===== src/rtl/vga_pkg.sv =====
// Shared definitions for the VGA display path and the SRAM frame writer.
//   - Default active-area geometry and frame size.
//   - RGB888 -> RGB565 packing helper.
//   - State encoding for the SRAM write-cycle FSM.
package vga_pkg;

    localparam int H_DISPLAY_DFLT = 800;
    localparam int V_DISPLAY_DFLT = 600;
    localparam int FRAME_PIXELS   = H_DISPLAY_DFLT * V_DISPLAY_DFLT;

    typedef enum logic [1:0] {
        ST_IDLE  = 2'd0,
        ST_SETUP = 2'd1,
        ST_WRITE = 2'd2,
        ST_HOLD  = 2'd3
    } wr_state_t;

    // Keep the top bits of each channel: {R[7:3], G[7:2], B[7:3]}.
    function automatic logic [15:0] rgb888_to_565(input logic [23:0] rgb);
        return {rgb[23:19], rgb[15:10], rgb[7:3]};
    endfunction

endpackage


===== src/rtl/sram_write_cycle.sv =====
// One SRAM write cycle: SETUP -> WRITE (WE_CYCLES cycles) -> HOLD -> IDLE.
// Ports:
//   clk, reset   rising-edge clock, synchronous active-low reset
//   start        begin a cycle; honoured only while idle
//   idle         high while the FSM is in IDLE (registered)
//   done         high during HOLD, the last cycle of a write (registered)
//   we_n, ce_n   SRAM strobes, active low (registered)
module sram_write_cycle
    import vga_pkg::*;
#(
    parameter int WE_CYCLES = 1
) (
    input  logic clk,
    input  logic reset,
    input  logic start,
    output logic idle,
    output logic done,
    output logic we_n,
    output logic ce_n
);

    localparam int CNT_W = (WE_CYCLES > 1) ? $clog2(WE_CYCLES) : 1;

    wr_state_t        state;
    logic [CNT_W-1:0] wcnt;

    // Outputs are set on the transition into each state so they line up
    // exactly with the state they belong to.
    always_ff @(posedge clk) begin
        if (!reset) begin
            state <= ST_IDLE;
            wcnt  <= '0;
            idle  <= 1'b1;
            done  <= 1'b0;
            we_n  <= 1'b1;
            ce_n  <= 1'b1;
        end else begin
            case (state)
                ST_IDLE: begin
                    if (start) begin
                        state <= ST_SETUP;
                        idle  <= 1'b0;
                        ce_n  <= 1'b0;
                        we_n  <= 1'b1;
                    end
                end
                ST_SETUP: begin
                    state <= ST_WRITE;
                    wcnt  <= '0;
                    we_n  <= 1'b0;
                end
                ST_WRITE: begin
                    if (wcnt == CNT_W'(WE_CYCLES - 1)) begin
                        state <= ST_HOLD;
                        we_n  <= 1'b1;
                        done  <= 1'b1;
                    end else begin
                        wcnt <= wcnt + CNT_W'(1);
                    end
                end
                ST_HOLD: begin
                    state <= ST_IDLE;
                    ce_n  <= 1'b1;
                    done  <= 1'b0;
                    idle  <= 1'b1;
                end
                default: begin
                    state <= ST_IDLE;
                    idle  <= 1'b1;
                    done  <= 1'b0;
                    we_n  <= 1'b1;
                    ce_n  <= 1'b1;
                end
            endcase
        end
    end

endmodule


===== src/rtl/sram_frame_writer.sv =====
// Writes a stream of RGB888 pixels into the 16-bit frame-buffer SRAM as
// RGB565 at linear raster addresses, only while the display is blanked.
// Ports:
//   clk, reset          rising-edge clock, synchronous active-low reset
//   s_valid/s_ready     pixel handshake; s_data = {R,G,B}, s_sof = frame start
//   video_on            high while the display owns the SRAM
//   sram_address/wdata  write address and RGB565 data, stable for a whole cycle
//   sram_we_n/ce_n      SRAM strobes, active low
//   frame_done          one-cycle pulse after the last pixel of a frame
module sram_frame_writer
    import vga_pkg::*;
#(
    parameter int H_DISPLAY = H_DISPLAY_DFLT,
    parameter int V_DISPLAY = V_DISPLAY_DFLT,
    parameter int ADDR_W    = 20,
    parameter int WE_CYCLES = 1
) (
    input  logic              clk,
    input  logic              reset,
    input  logic              s_valid,
    output logic              s_ready,
    input  logic [23:0]       s_data,
    input  logic              s_sof,
    input  logic              video_on,
    output logic [ADDR_W-1:0] sram_address,
    output logic [15:0]       sram_wdata,
    output logic              sram_we_n,
    output logic              sram_ce_n,
    output logic              frame_done
);

    localparam logic [ADDR_W-1:0] LAST_ADDR = ADDR_W'(H_DISPLAY * V_DISPLAY - 1);

    logic              hold_valid;
    logic [23:0]       hold_data;
    logic              hold_sof;
    logic [ADDR_W-1:0] pix_addr;
    logic              cyc_idle;
    logic              cyc_done;
    logic              cyc_start;
    logic              accept;

    assign s_ready   = reset && !hold_valid;
    assign accept    = s_valid && s_ready;
    // video_on only matters while idle; a started cycle always runs to the end.
    assign cyc_start = cyc_idle && hold_valid && !video_on;

    sram_write_cycle #(
        .WE_CYCLES(WE_CYCLES)
    ) u_cycle (
        .clk  (clk),
        .reset(reset),
        .start(cyc_start),
        .idle (cyc_idle),
        .done (cyc_done),
        .we_n (sram_we_n),
        .ce_n (sram_ce_n)
    );

    // Pixel payload needs no reset: hold_valid says whether it is meaningful.
    always_ff @(posedge clk) begin
        if (accept) begin
            hold_data <= s_data;
            hold_sof  <= s_sof;
        end
    end

    always_ff @(posedge clk) begin
        if (!reset) begin
            hold_valid   <= 1'b0;
            pix_addr     <= '0;
            sram_address <= '0;
            sram_wdata   <= '0;
            frame_done   <= 1'b0;
        end else begin
            frame_done <= 1'b0;

            if (accept) begin
                hold_valid <= 1'b1;
            end else if (cyc_done) begin
                hold_valid <= 1'b0;
            end

            if (cyc_start) begin
                // SOF resynchronises the raster even mid-frame; no frame_done then.
                sram_address <= hold_sof ? '0 : pix_addr;
                sram_wdata   <= rgb888_to_565(hold_data);
                if (hold_sof) begin
                    pix_addr <= '0;
                end
            end else if (cyc_done) begin
                // Advance from the address actually written this cycle.
                if (sram_address == LAST_ADDR) begin
                    pix_addr   <= '0;
                    frame_done <= 1'b1;
                end else begin
                    pix_addr <= sram_address + ADDR_W'(1);
                end
            end
        end
    end

endmodule


===== config.mk =====
export PLATFORM = sky130hd
export DESIGN_NAME = sram_frame_writer
export DESIGN_NICKNAME = d
export VERILOG_FILES = /design/src/rtl/vga_pkg.sv /design/src/rtl/sram_write_cycle.sv /design/src/rtl/sram_frame_writer.sv
export SDC_FILE = /design/constraint.sdc
export NUM_CORES = 1
export LEC_CHECK = 0
export CAP_MARGIN = 5
export CORE_ASPECT_RATIO = 1.2
export CORE_MARGIN = 2
export CORE_UTILIZATION = 51
export CTS_CLUSTER_DIAMETER = 120
export DETAILED_ROUTE_END_ITERATION = 7
export PLACE_DENSITY = 0.79
export REMOVE_ABC_BUFFERS = 1
export SKIP_CTS_REPAIR_TIMING = 1
export SYNTH_ARGS = -nofsm -noshare
export SYNTH_HDL_FRONTEND = slang
export SYNTH_SLANG_ARGS = --single-unit

===== constraint.sdc =====
create_clock -name clk -period 2.2 [get_ports clk]
set_input_delay 0.44 -clock clk [delete_from_list [all_inputs] [get_ports clk]]
set_output_delay 0.44 -clock clk [all_outputs]
set_load 0.005 [all_outputs]

# Yosys cells after proc, flatten, opt, wreduce, memory -nomap -nowiden
# Cells that the tools add are included.
# Widths: inputs -> output; s select.
[word_totals]
register_bits = 89
in_bits = 29
out_inout_bits = 40
elab_cells = 58
[op_classes]
add_sub_neg = 2
eq_ne = 6
mux = 18
n_bitwise = 2
n_reduce_logical = 18
[ops]
columns = ["op", "count"]
rows = [
  ["$mux 20", 4],
  ["$add 20x1->20 const B", 1],
  ["$eq 20x19->1 const B", 1],
  ["$reduce_bool 2->1", 5],
  ["$pmux 2 s4", 1],
  ["$mux 1", 7],
  ["$pmux 1 s2", 3],
  ["$reduce_and 2->1", 3],
  ["$eq 2x2->1 const B", 2],
  ["$logic_and 1x1->1", 4],
  ["$mux 2", 2],
  ["$ne 2x2->1 const B", 2],
  ["$pmux 1 s3", 1],
  ["$reduce_and 3->1", 1],
  ["$reduce_bool 3->1", 1],
  ["$reduce_or 3->1", 1],
  ["$eq 2x1->1 const B", 1],
  ["$logic_not 1->1", 2],
  ["$logic_not 2->1", 1],
  ["$not 1->1", 2],
  ["$add 1x1->1 const B", 1],
]

# Logic depth before layout (Yosys ltp)
[logic_depth]
word_depth = 4
depth_mapped = 6
ltp_nobuf = 5

# Cells and area by module
# A second synthesis with hierarchy kept.
[hier_totals]
hier_cells = 343
hier_area_um2 = 3330.7
[by_module_without_submodules]
columns = ["module", "n_inst", "cells_per_inst", "area_per_inst_um2", "seq_area_each_um2"]
rows = [
  ["sram_frame_writer", 1, 315, 3050.4, 1671.6],
  ["sram_write_cycle", 1, 28, 280.3, 100.1],
]

# Least setup slack after synthesis
# Ideal clock, no wire load.
[synth_timing]
path_kind = "reg-to-reg"
from = "reg sram_address[0]"
to = "reg pix_addr[18]"
setup_ps = 135
arrival_ps = 1617
required_ps = 2065
slack_ps = 448
path_stages_with_launch = 7
n_path_buf = 1
synth_period_minus_slack_ps = 1752
path_cell_list = "dfxtp_1 > ha_1 > nand4_4 > or2_4 > o21ai_4 > buf_12 > a22oi_2"
[synth_between]
elab_chain_len = 4
elab_cells_between_ends = 5
cone_classes = "add/sub (1); eq/ne (1); mux (3)"
[synth_rtl]
columns = ["element", "line", "rtl"]
rows = [
  ["start: declaration", "sram_frame_writer.sv:25", "output logic [ADDR_W-1:0] sram_address,"],
  ["start signal: assignment", "sram_frame_writer.sv:86", "sram_address <= hold_sof ? '0 : pix_addr;"],
  ["$add 20x1->20 or $eq 20x19->1 (tied branches)", "sram_frame_writer.sv:97, sram_frame_writer.sv:93", ""],
  ["$mux 20 (*)", "sram_frame_writer.sv:93", "if (sram_address == LAST_ADDR) begin"],
  ["$mux 20 (*)", "sram_frame_writer.sv:91", "end else if (cyc_done) begin"],
  ["$mux 20 (*)", "sram_frame_writer.sv:84", "if (cyc_start) begin"],
  ["end signal: assignment", "sram_frame_writer.sv:97", "pix_addr <= sram_address + ADDR_W'(1);"],
  ["end: declaration", "sram_frame_writer.sv:37", "logic [ADDR_W-1:0] pix_addr;"],
]
# Every way passes the cells marked *; elsewhere a longest branch is shown, timed or not. The select of a mux whose other input is x is not followed.
# A chain may end at the register's enable or synchronous reset.

# Worst setup path in the final report
[layout_timing]
from = "in reset"
to = "out s_ready"
[layout_between]
elab_chain_len = 1
[layout_rtl]
columns = ["element", "line", "rtl"]
rows = [
  ["start: declaration", "sram_frame_writer.sv:19", "input logic reset,"],
  ["$logic_and 1x1->1", "sram_frame_writer.sv:43", "assign s_ready = reset && !hold_valid;"],
  ["end: declaration", "sram_frame_writer.sv:21", "output logic s_ready,"],
]
# No other way between the ends.

==> flow_summary.json <==
{
  "outcome": "finished, final reports clean",
  "ys_ff_latch": 80,
  "drtPass1Iterations": 5,
  "finalWirelength_mm": 7.58,
  "core_area_sq_um": 6450,
  "p_switching_mw": 0.846,
  "num_io_pins": 69,
  "synth_edf_count": 17,
  "clkSinkCount": 80,
  "drt_iter0_markers": 221,
  "synthArstFlopShare_pct": 0,
  "wl_met3_um": 442,
  "die_x_um": 78.8,
  "multi_input_area_sq_um": 1510,
  "cts_buffer_depth": 2,
  "path_depth": 4,
  "power.internal_mw": 2.41,
  "hold_violations": 0,
  "dp.cells": 496,
  "synthCells": 351,
  "grt_first_pass_wirelength_mm": 12.9,
  "drive_gt1_share_pct": 13.8,
  "pre_cts_ws_ps": 101,
  "grt_overflow": 0,
  "crit_arrival_ps": 1660,
  "cp_data_required_time_ps": 1760,
  "fillerInstances": 526,
  "cp_slowest_cell": "clkdlybuf4s50_1",
  "final_core_util_pct": 68.3,
  "fin_skew_ps": 8.93,
  "gp_congestion": 0.779,
  "drv_slew": 0,
  "synth_warnings": 0,
  "grt_max_degree": 45,
  "grt_pass1_vias": 2710,
  "port_buffers": 60,
  "ir_worst_vdd_mv": 0.485,
  "cp-endpoint": "s_ready",
  "crit_path_max_fanout": 2,
  "m1WireLength_mm": 3.17,
  "ff_latch_area_sq_um": 1770,
  "slowest_delay_ps": 530,
  "fin_ws_ps": 103,
  "power_density_nw_per_um2": 740,
  "die_h_um": 93.7,
  "yosysUniqueCellTypes": 52,
  "startpoint_type": "primary input",
  "final_common_cell": "dfxtp_1",
  "yosys_most_used_dff": "dfxtp_1",
  "diodes": 0,
  "dp_hpwl_mm": 5.12,
  "fin_cells": 512,
  "swShare_pct": 26.0,
  "setup-violations-final": 0,
  "p_total_mw": 3.26,
  "viasPerCell": 5.54,
  "holdWs_ps": 451,
  "postRouteAntennaNets": 0,
  "via_count": 2838,
  "endpoint_kind": "output port",
  "r2r_start": "sram_address[0]",
  "antenna_found_initial": 0,
  "r2r_cells": 6,
  "cp_cell_sequence": "clkdlybuf4s50_1 -> inv_2 -> nor2_1 -> clkdlybuf4s50_1",
  "layout_common_cells": "dfxtp_1, nand2_1, clkdlybuf4s50_1",
  "cp_common_cell": "clkdlybuf4s50_1",
  "worstSetupStartpoint": "reset",
  "start_util_pct": 53.1,
  "finalSetupTns_ps": 0,
  "cp_top_family": "buffers and inverters",
  "netlist_area_sq_um": 3420,
  "total_leakage_power_nw": 1.49,
  "clock-root-buffer": "clkbuf_8",
  "cts_buffers": 9,
  "critPathBufInv": 3,
  "hold_class": "flip-flop to flip-flop",
  "row_count": 32,
  "wl_per_cell_um": 14.8,
  "ys_seq_area_share_pct": 51.8,
  "insertion_delay_ps": 360,
  "slew_headroom_pct": 66.8,
  "die-area_sq_um": 7380,
  "drc": 0,
  "seq_power_share_pct": 49.7,
  "grtUsageTotal_pct": 22.4,
  "syn_avg_cell_area_sq_um": 9.75,
  "drv_cap": 0,
  "dr_wl_met2_mm": 3.84,
  "combPwrFrac_pct": 13.1,
  "top_layer": "met4",
  "worstMarginPinSlew_ps": 498,
  "final.min_clock_period_ps": 2100,
  "rsz0062_at_grt": "false",
  "clk_pin_slew_worst_paths_ps": 80,
  "cts_tree": "built",
  "nNetsFinal": 457,
  "dpl_cell_area_sq_um": 4180,
  "htree_levels": 3,
  "syn_to_final_growth_pct": 28.6,
  "timing.rr.end": "pix_addr[16]",
  "max_freq_mhz": 477,
  "rrSetupSlack_ps": 420,
  "post-route-period-util_pct": 95.3,
  "path_class": "primary input to output port",
  "power_frac_clock_pct": 37.3,
  "fin_area_sq_um": 4400
}
==> area by class of cell <==
cell class / count / area share [%]
multi-input combinational: 243 / 34.3
clock inverter: 7 / 2.33
clock buffer: 9 / 2.81
sequential: 80 / 40.3
inverter: 10 / 0.853
timing repair buffer: 78 / 17.0
tap: 85 / 2.42
==> layer usage <==
metal | GRT usage (%) | vias up
li1 | - | 1377
met1 | 26.8 | 1365
met2 | 38.5 | 85
met3 | 5.00 | 11
met4 | 10.1 | 0
met5 | 0 | -
==> cells by family (layout without fill, tap and decap cells) <==
logic type | Yosys count | after routing | synth area share, %
AND/OR/NAND/NOR | 144 | 144 | 22.7
XOR/XNOR | 11 | 11 | 2.82
buffers and inverters | 28 | 104 | 4.06
AO/OA/AOI/OAI | 81 | 81 | 16.2
multiplexers | 1 | 1 | 0.293
adder cells (fa/ha/maj) | 6 | 6 | 2.19
flip-flops | 80 | 80 | 51.8
==> power groups by stage <==
stage | clock network, mW | logic [mW] | registers (mW)
final | 1.21 | 0.425 | 1.62
after CTS | 1.23 | 0.430 | 1.62
after global routing | 1.30 | 0.480 | 1.63
after floorplan | 0 | 0.219 | 1.65
after global placement | 0 | 0.410 | 1.65
after detailed placement | 0 | 0.429 | 1.65
==> cells in the mapped netlist, drive strengths merged, types with 2 or more instances <==
cell type / count / area [sq um]
nand4: 6 / 71.3
xor2: 2 / 17.5
buf: 9 / 67.6
o21ai: 18 / 128
a22oi: 3 / 32.5
nor3: 3 / 15.0
a32oi: 2 / 17.5
and2: 2 / 12.5
nor3b: 20 / 150
dfxtp: 63 / 1260
nor2: 29 / 109
nand3: 7 / 40.0
a221oi: 4 / 35.0
clkbuf: 9 / 33.8
nor4: 9 / 77.6
nand2: 61 / 229
a21o: 2 / 15.0
ha: 6 / 75.1
inv: 10 / 37.5
edfxtp: 17 / 510
a21oi: 43 / 219
and4b: 3 / 30.0
xnor2: 9 / 78.8
==> state kept, by name, indices dropped and copies added, names as in the netlist <==
register / cells
hold_data: 16
pix_addr: 20
frame_done: 1
u_cycle.state: 2
sram_wdata: 16
u_cycle.ce_n: 1
hold_sof: 1
u_cycle.done: 1
u_cycle.we_n: 1
sram_address: 20
hold_valid: 1
==> worst register-to-register path: stages, from the launching register on <==
cell     delay (ps)
dfxtp_1         340
ha_1            260
nand4_4         190
or2_4           350
o21ai_4         150
buf_4           230
o21ai_0         140
==> worst min-delay path by stage <==
stage	from	to	cells after the start
2_1_floorplan	pix_addr[16]	pix_addr[16]	2
3_3_place_gp	pix_addr[15]	pix_addr[15]	2
3_5_place_dp	pix_addr[15]	pix_addr[15]	2
4_1_cts	pix_addr[15]	pix_addr[15]	2
5_1_grt	pix_addr[5]	pix_addr[5]	2
6_report	pix_addr[15]	pix_addr[15]	2
Note: power is estimated with default switching activity, not from simulation.
